$ cat config.mk
export PLATFORM = sky130hd
export DESIGN_NAME = pong_game_ctrl
export DESIGN_NICKNAME = d
export VERILOG_FILES = /design/src/rtl/pong_pkg.sv /design/src/rtl/pong_frame_tick.sv /design/src/rtl/pong_game_ctrl.sv
export SDC_FILE = /design/constraint.sdc
export NUM_CORES = 1
export LEC_CHECK = 0
export CAP_MARGIN = 20
export CELL_PAD_IN_SITES_DETAIL_PLACEMENT = 0
export CELL_PAD_IN_SITES_GLOBAL_PLACEMENT = 1
export CORE_ASPECT_RATIO = 0.75
export CORE_MARGIN = 2
export CORE_UTILIZATION = 42
export CTS_BUF_LIST = sky130_fd_sc_hd__clkbuf_4
export DETAILED_ROUTE_END_ITERATION = 10
export GPL_ROUTABILITY_DRIVEN = 1
export PLACE_DENSITY_LB_ADDON = 0.1
export SLEW_MARGIN = 20
export SYNTH_ARGS = -nofsm -noshare
export SYNTH_HDL_FRONTEND = slang
export SYNTH_HIERARCHICAL = 1
export SYNTH_SLANG_ARGS = --single-unit
$ cat constraint.sdc
create_clock -name pixel_clock -period 3.9 [get_ports pixel_clock]
set_input_delay 0.78 -clock pixel_clock [delete_from_list [all_inputs] [get_ports pixel_clock]]
set_output_delay 0.78 -clock pixel_clock [all_outputs]
set_load 0.005 [all_outputs]
$ cat src/rtl/pong_pkg.sv
// Shared types and default geometry/timing for the pong game controller.
package pong_pkg;

  typedef enum logic [1:0] {
    ST_IDLE = 2'd0,
    ST_PLAY = 2'd1,
    ST_MISS = 2'd2,
    ST_OVER = 2'd3
  } game_state_t;

  typedef enum logic {
    DIR_RIGHT = 1'b0,
    DIR_LEFT  = 1'b1
  } dir_x_t;

  typedef enum logic {
    DIR_UP   = 1'b0,
    DIR_DOWN = 1'b1
  } dir_y_t;

  localparam int DEF_H_ACTIVE    = 640;
  localparam int DEF_V_ACTIVE    = 480;
  localparam int DEF_H_LAST      = 799;
  localparam int DEF_V_LAST      = 524;
  localparam int DEF_RADIUS      = 20;
  localparam int DEF_BALL_STEP   = 5;
  localparam int DEF_PADDLE_W    = 100;
  localparam int DEF_PADDLE_Y    = 425;
  localparam int DEF_PADDLE_STEP = 10;
  localparam int DEF_LIVES_INIT  = 3;
  localparam int DEF_MISS_FRAMES = 60;

endpackage

$ cat src/rtl/pong_frame_tick.sv
// End-of-frame tick generation and start-button edge capture.
// The start press is held until the next frame tick so a short press is never lost.
module pong_frame_tick
  import pong_pkg::*;
#(
  parameter int H_LAST = DEF_H_LAST,
  parameter int V_LAST = DEF_V_LAST
) (
  input  logic       pixel_clock,
  input  logic       rst,
  input  logic [9:0] hPos,
  input  logic [9:0] vPos,
  input  logic       btn_start,
  output logic       frame_tick,
  output logic       start_pulse
);

  logic start_prev;

  // Tick follows the last pixel of the frame; start latch is consumed by every tick.
  always_ff @(posedge pixel_clock) begin
    if (rst) begin
      frame_tick  <= 1'b0;
      start_prev  <= 1'b0;
      start_pulse <= 1'b0;
    end else begin
      frame_tick  <= (hPos == 10'(H_LAST)) && (vPos == 10'(V_LAST));
      start_prev  <= btn_start;
      start_pulse <= (start_pulse && !frame_tick) || (btn_start && !start_prev);
    end
  end

endmodule

$ cat src/rtl/pong_game_ctrl.sv
// Frame-locked pong sequencer: game FSM, ball and paddle positions.
// All state changes happen only on frame_tick, so outputs are stable per frame.
// Build option: define PONG_SCORE_EN to enable the paddle-hit score counter.
//
// state | meaning
// IDLE  | ball rides paddle, waiting for start
// PLAY  | ball moving, bounces and paddle hits evaluated
// MISS  | ball/paddle frozen for MISS_FRAMES ticks after a miss
// OVER  | no lives left, frozen until start
module pong_game_ctrl
  import pong_pkg::*;
#(
  parameter int H_ACTIVE    = DEF_H_ACTIVE,
  parameter int V_ACTIVE    = DEF_V_ACTIVE,
  parameter int H_LAST      = DEF_H_LAST,
  parameter int V_LAST      = DEF_V_LAST,
  parameter int RADIUS      = DEF_RADIUS,
  parameter int BALL_STEP   = DEF_BALL_STEP,
  parameter int PADDLE_W    = DEF_PADDLE_W,
  parameter int PADDLE_Y    = DEF_PADDLE_Y,
  parameter int PADDLE_STEP = DEF_PADDLE_STEP,
  parameter int LIVES_INIT  = DEF_LIVES_INIT,
  parameter int MISS_FRAMES = DEF_MISS_FRAMES
) (
  input  logic       pixel_clock,
  input  logic       rst,
  input  logic [9:0] hPos,
  input  logic [9:0] vPos,
  input  logic       btn_left,
  input  logic       btn_right,
  input  logic       btn_start,
  output logic [9:0] ball_x,
  output logic [9:0] ball_y,
  output logic [9:0] paddle_x,
  output logic [1:0] lives,
  output logic [1:0] game_state,
  output logic       frame_tick,
  output logic [7:0] score
);

  localparam int MW = $clog2(MISS_FRAMES);

  localparam logic [10:0] X_MIN  = 11'(RADIUS);
  localparam logic [10:0] X_MAX  = 11'(H_ACTIVE - RADIUS);
  localparam logic [10:0] Y_MIN  = 11'(RADIUS);
  localparam logic [10:0] Y_MAX  = 11'(V_ACTIVE);
  localparam logic [10:0] Y_MISS = 11'(V_ACTIVE - RADIUS);
  localparam logic [10:0] STEP   = 11'(BALL_STEP);
  localparam logic [10:0] RAD    = 11'(RADIUS);
  localparam logic [10:0] PAD_Y  = 11'(PADDLE_Y);
  localparam logic [10:0] PAD_W  = 11'(PADDLE_W);

  localparam logic signed [10:0] PAD_MAX  = 11'(H_ACTIVE - PADDLE_W);
  localparam logic signed [10:0] PAD_STEP = 11'(PADDLE_STEP);

  localparam logic [9:0] PADDLE_X0 = 10'((H_ACTIVE - PADDLE_W) / 2);
  localparam logic [9:0] HALF_W    = 10'(PADDLE_W / 2);
  localparam logic [9:0] BALL_X0   = 10'((H_ACTIVE - PADDLE_W) / 2 + PADDLE_W / 2);
  localparam logic [9:0] BALL_Y0   = 10'(PADDLE_Y - RADIUS);

  game_state_t    state;
  dir_x_t         dir_x, dir_x_upd;
  dir_y_t         dir_y, dir_y_upd;
  logic [MW-1:0]  miss_cnt;
  logic           start_pulse;
  logic           hit, miss;
  logic [10:0]    bx, by, px;
  logic [9:0]     bx_next, by_next, paddle_next;
  logic signed [10:0] pad_dec, pad_inc;

  pong_frame_tick #(
    .H_LAST (H_LAST),
    .V_LAST (V_LAST)
  ) u_frame_tick (
    .pixel_clock (pixel_clock),
    .rst         (rst),
    .hPos        (hPos),
    .vPos        (vPos),
    .btn_start   (btn_start),
    .frame_tick  (frame_tick),
    .start_pulse (start_pulse)
  );

  assign bx = {1'b0, ball_x};
  assign by = {1'b0, ball_y};
  assign px = {1'b0, paddle_x};
  assign game_state = state;

  // Paddle step with clamping done in signed 11-bit so a left move never wraps.
  always_comb begin
    pad_dec     = signed'(px) - PAD_STEP;
    pad_inc     = signed'(px) + PAD_STEP;
    paddle_next = paddle_x;
    if (btn_left && !btn_right)
      paddle_next = pad_dec[10] ? 10'd0 : pad_dec[9:0];
    else if (btn_right && !btn_left)
      paddle_next = (pad_inc > PAD_MAX) ? 10'(PAD_MAX) : pad_inc[9:0];
  end

  // Bounce/hit/miss decisions on the current position, then one clamped step.
  always_comb begin
    dir_x_upd = dir_x;
    if (bx <= X_MIN)      dir_x_upd = DIR_RIGHT;
    else if (bx >= X_MAX) dir_x_upd = DIR_LEFT;

    hit  = (dir_y == DIR_DOWN) && (by + RAD >= PAD_Y) && (by < PAD_Y) &&
           (bx >= px) && (bx < px + PAD_W);
    miss = (dir_y == DIR_DOWN) && (by >= Y_MISS) && !hit;

    dir_y_upd = dir_y;
    if (by <= Y_MIN) dir_y_upd = DIR_DOWN;
    if (hit)         dir_y_upd = DIR_UP;

    if (dir_x_upd == DIR_RIGHT)
      bx_next = (bx + STEP > X_MAX) ? 10'(X_MAX) : 10'(bx + STEP);
    else
      bx_next = (bx < X_MIN + STEP) ? 10'(X_MIN) : 10'(bx - STEP);

    if (dir_y_upd == DIR_DOWN)
      by_next = (by + STEP > Y_MAX) ? 10'(Y_MAX) : 10'(by + STEP);
    else
      by_next = (by < Y_MIN + STEP) ? 10'(Y_MIN) : 10'(by - STEP);
  end

  // Game FSM and position registers, advanced once per frame tick.
  always_ff @(posedge pixel_clock) begin
    if (rst) begin
      state    <= ST_IDLE;
      paddle_x <= PADDLE_X0;
      ball_x   <= BALL_X0;
      ball_y   <= BALL_Y0;
      dir_x    <= DIR_RIGHT;
      dir_y    <= DIR_UP;
      lives    <= 2'(LIVES_INIT);
      miss_cnt <= '0;
    end else if (frame_tick) begin
      case (state)
        ST_IDLE: begin
          paddle_x <= paddle_next;
          ball_x   <= paddle_next + HALF_W;
          ball_y   <= BALL_Y0;
          if (start_pulse) begin
            state <= ST_PLAY;
            dir_x <= DIR_RIGHT;
            dir_y <= DIR_UP;
          end
        end
        ST_PLAY: begin
          paddle_x <= paddle_next;
          if (miss) begin
            state    <= ST_MISS;
            lives    <= lives - 2'd1;
            miss_cnt <= '0;
          end else begin
            dir_x  <= dir_x_upd;
            dir_y  <= dir_y_upd;
            ball_x <= bx_next;
            ball_y <= by_next;
          end
        end
        ST_MISS: begin
          if (miss_cnt == MW'(MISS_FRAMES - 1)) begin
            miss_cnt <= '0;
            state    <= (lives == 2'd0) ? ST_OVER : ST_IDLE;
          end else begin
            miss_cnt <= miss_cnt + MW'(1);
          end
        end
        ST_OVER: begin
          if (start_pulse) begin
            state    <= ST_IDLE;
            paddle_x <= PADDLE_X0;
            ball_x   <= BALL_X0;
            ball_y   <= BALL_Y0;
            dir_x    <= DIR_RIGHT;
            dir_y    <= DIR_UP;
            lives    <= 2'(LIVES_INIT);
          end
        end
        default: state <= ST_IDLE;
      endcase
    end
  end

`ifdef PONG_SCORE_EN
  logic [7:0] score_q;

  // Saturating paddle-hit counter, cleared when a new game starts from OVER.
  always_ff @(posedge pixel_clock) begin
    if (rst) begin
      score_q <= '0;
    end else if (frame_tick) begin
      if (state == ST_PLAY && hit && score_q != 8'hFF)
        score_q <= score_q + 8'd1;
      else if (state == ST_OVER && start_pulse)
        score_q <= '0;
    end
  end

  assign score = score_q;
`else
  assign score = '0;
`endif

endmodule

==> results.md <==
| Quantity | Value |
|---|---|
| Status | completed |
| Initial antenna violation count | 0 |
| Via count | 5,424 |
| Post-synthesis async set-or-reset flop share | 0% |
| Final Net Count | 778 |
| Average size of a mapped cell | 7.31 um^2 |
| Number of enable-type register cells in the synthesized netlist | 0 |
| Number of CTS-inserted buffers | 5 |
| Root buffer cell | sky130_fd_sc_hd__clkbuf_4 |
| Fraction of the yosys area taken by sequential cells | 18.3% |
| Pin count of the biggest net entering global routing | 37 |
| Post-CTS Hold Fix Bufs | 0 |
| Max rail drop VDD | 0.111 mV |
| Power density of the placed cells | 154 mW/mm^2 |
| Standby leakage power | 2.14 nW |
| Number of cells traversed by the worst register-to-register path | 13 |
| Post-synth design cell area | 0.00493 mm^2 |
| Inst Count DP | 865 |
| Total GRT Usage | 24.9% |
| Final critical delay including setup and external delays | 3.65 ns |
| Number of buffers added for setup after CTS | 0 |
| Register-to-register setup slack | 0.25 ns |
| Placement Rows | 34 |
| Via-per-instance ratio | 6.21 |
| Cell family contributing the most delay on the critical path | compound AO/OA/AOI/OAI gates |
| Number of ports placed on the die boundary | 68 |
| Most common library cell in the layout ignoring fill and taps | sky130_fd_sc_hd__nor2_1 |
| Synthesis-stage register bit count | 45 |
| Final cycle utilization of the critical path | 93.5% |
| Capturing point of the worst reg2reg path | ball_y[9] |
| Reg-to-Reg Start | paddle_x[2] |
| Highest achievable clock rate | 274 MHz |
| Tightest Hold Check Type | flip-flop to flip-flop |
| Cells after synthesis | 675 |
| Layout area overhead | 15.9% |
| Final-layout worst hold slack | 0.503 ns |
| Max-slew violation total from the final report | 0 |
| Grt met3 use | 5.21% |
| Width of the die | 129 um |
| Port Buffers | 59 |
| PnR worst setup slack | 0.253 ns |
| Detailed-router iteration count before antenna repair | 5 |
| Number of antenna repair diodes | 0 |
| Initial standard-cell utilization of the core | 42.8% |
| Count of buffer and inverter cells on the critical path | 0 |
| Post-layout total power | 0.879 mW |
| Slowest stage cell, crit path | sky130_fd_sc_hd__a2111o_1 |
| Crit Path Category | flip-flop to flip-flop |
| Ys Warns | 6 |
| Commonest cells after routing, fill and taps aside | sky130_fd_sc_hd__nor2_1 (64), sky130_fd_sc_hd__clkdlybuf4s50_1 (59), sky130_fd_sc_hd__dfxtp_1 (45), sky130_fd_sc_hd__a21oi_1 (43), sky130_fd_sc_hd__ha_1 (43) |
| Die footprint | 0.0126 mm^2 |
| Hpwl dp | 12,000 um |
| Height of the chip | 97.9 um |
| Maximum root-to-sink buffer count | 2 |
| Post-Layout Cell Count | 873 |
| Accumulated negative setup slack | 0 ns |
| Share of cells above drive strength 1 | 5.49% |
| Sinks on the clock net | 45 |
| Type of origin of the critical path | flip-flop |
| Via count of the first global-routing pass | 4,848 |
| GR Layer Usage met1 | 40.2% |
| Post-CTS sizing | 0 |
| Clock tree skew after final layout | 0.0204 ns |
| Maximum Capacitance Violations | 0 |
| Dpl ws | 0.310 ns |
| Global-route layer with the greatest usage | met1 |
| Arrival time of the worst setup path | 3.95 ns |
| Post-route DRC | 0 |
| Worst EP required | 4.21 ns |
| Worst min-delay path endpoint | u_frame_tick/start_pulse |
| Later-pin clock latency in the skew report | 0.39 ns |
| Worst-path maximum fanout | 6 |
| Post-synth top flop | sky130_fd_sc_hd__dfxtp_1 |
| Clock transition at the registers of the reported paths | 0.15 ns |
| Global routing usage on met2 | 33.9% |
| Setup repair after global routing missed its margin | no |
| Least-Margin Pin Slew | 0.769 ns |
| Detailed router's first-iteration violation count | 582 |
| Crit path capture type | flip-flop |
| Number of failing setup endpoints in the final timing report | 0 |
| Global-route wire length before repair | 25,600 um |
| Clock tree from TritonCTS | built |
| Min-Delay Path Depth | 2 |
| Routability Congestion | 0.933 |
| Maximum cell stage delay along the critical path | 0.42 ns |
| Deepest level of the CTS H-tree | 2 |
| Final number of hold-violating endpoints | 0 |
| Total global routing overflow | 0 |
| Routed wire per std cell | 18.1 um |
| Yosys cell types | 77 |
| Sequence of cells on the critical path | ha_1 > a211oi_1 > nor2_1 > xnor2_1 > ha_1 > nand2_1 > nor2_1 > a2111oi_0 > o2bb2ai_1 > o41a_1 > or2_1 > a2111o_1 > a211oi_2 |
| Routed Wire Length | 15,800 um |
| Routed Antenna Nets | 0 |
| Worst Min Path Start | u_frame_tick/start_prev |
| Worst rel slew slack | 47.4% |
| Core ar. | 0.0115 mm^2 |
[metrics by stage]
step,util (%),instance area [um^2]
4_1_cts,49.6,5720
3_5_place_dp,48.8,5630
6_report,49.6,5720
5_1_grt,49.6,5720
2_1_floorplan,-,4960
3_3_place_gp,48.8,5630
[state kept, by name (all words and copies together) (netlist names), 2 cells and up]
| signal | flops |
|---|---|
| paddle_x | 10 |
| miss_cnt | 6 |
| game_state | 2 |
| ball_y | 10 |
| ball_x | 10 |
| lives | 2 |
[layer usage]
layer,share of wire (%),vias up
met1,50,2565
met2,40,264
met3,8.8,21
met4,1.1,0
met5,0,-
li1,-,2574
[worst max-delay path by stage]
stage	startpoint	to	slack, ns	depth (start not counted)
floorplan	paddle_x[4]	ball_y[9]	0.32	15
global placement	paddle_x[2]	ball_y[9]	0.40	13
detailed placement	paddle_x[2]	ball_y[9]	0.31	13
CTS	paddle_x[2]	ball_y[9]	0.29	13
global route	paddle_x[2]	ball_y[9]	0.06	13
finish	paddle_x[2]	ball_y[9]	0.25	13
[final cells by class]
class / count / area (um^2)
clock buffer: 6 / 45.0
clock inverter: 2 / 38.8
fill: 1117 / 5810
inverter: 30 / 113
multi-input combinational: 551 / 3690
sequential: 45 / 901
tap: 162 / 203
timing repair buffer: 77 / 726
[cells in the mapped netlist (all sizes together), types with 9 or more instances]
master | instances | area [um^2]
and2 | 10 | 62.6
o21ai | 38 | 190
or3 | 10 | 62.6
nand4 | 11 | 68.8
clkbuf | 37 | 140
xnor2 | 23 | 201
nor2 | 64 | 240
o211ai | 10 | 75.1
o22ai | 10 | 62.6
nand3 | 23 | 115
a22oi | 9 | 67.6
buf | 19 | 116
a21oi | 43 | 215
inv | 30 | 113
nand2 | 40 | 150
a211oi | 18 | 140
nand2b | 12 | 75.1
nor3 | 24 | 120
ha | 43 | 538
a21o | 11 | 82.6
dfxtp | 45 | 901
nor2b | 10 | 62.6
[cells by family (layout without fill, tap and decap cells)]
family	count (synthesis)	in the layout	synth area share (%)
xor+xnor	30	30	5.33
mux	4	4	0.888
buf+inv	86	115	7.48
simple gates	249	249	26.5
fa+ha+maj	43	43	10.9
compound gates	217	217	30.5
flops	45	45	18.3
other cells	1	8	0.0760
[worst min-delay path: cells and delay by family, from the launching register on]
family	cells	cell delay, ns
compound gates	1	0.05
flops	1	0.33
simple gates	1	0.09
[power breakdown]
group | switching, mW | internal (mW) | leakage, nW
registers | 0.00144 | 0.462 | 0.364
logic | 0.0540 | 0.0511 | 1.73
clock network | 0.166 | 0.144 | 0.0459
(Power assumes the default switching activity.)
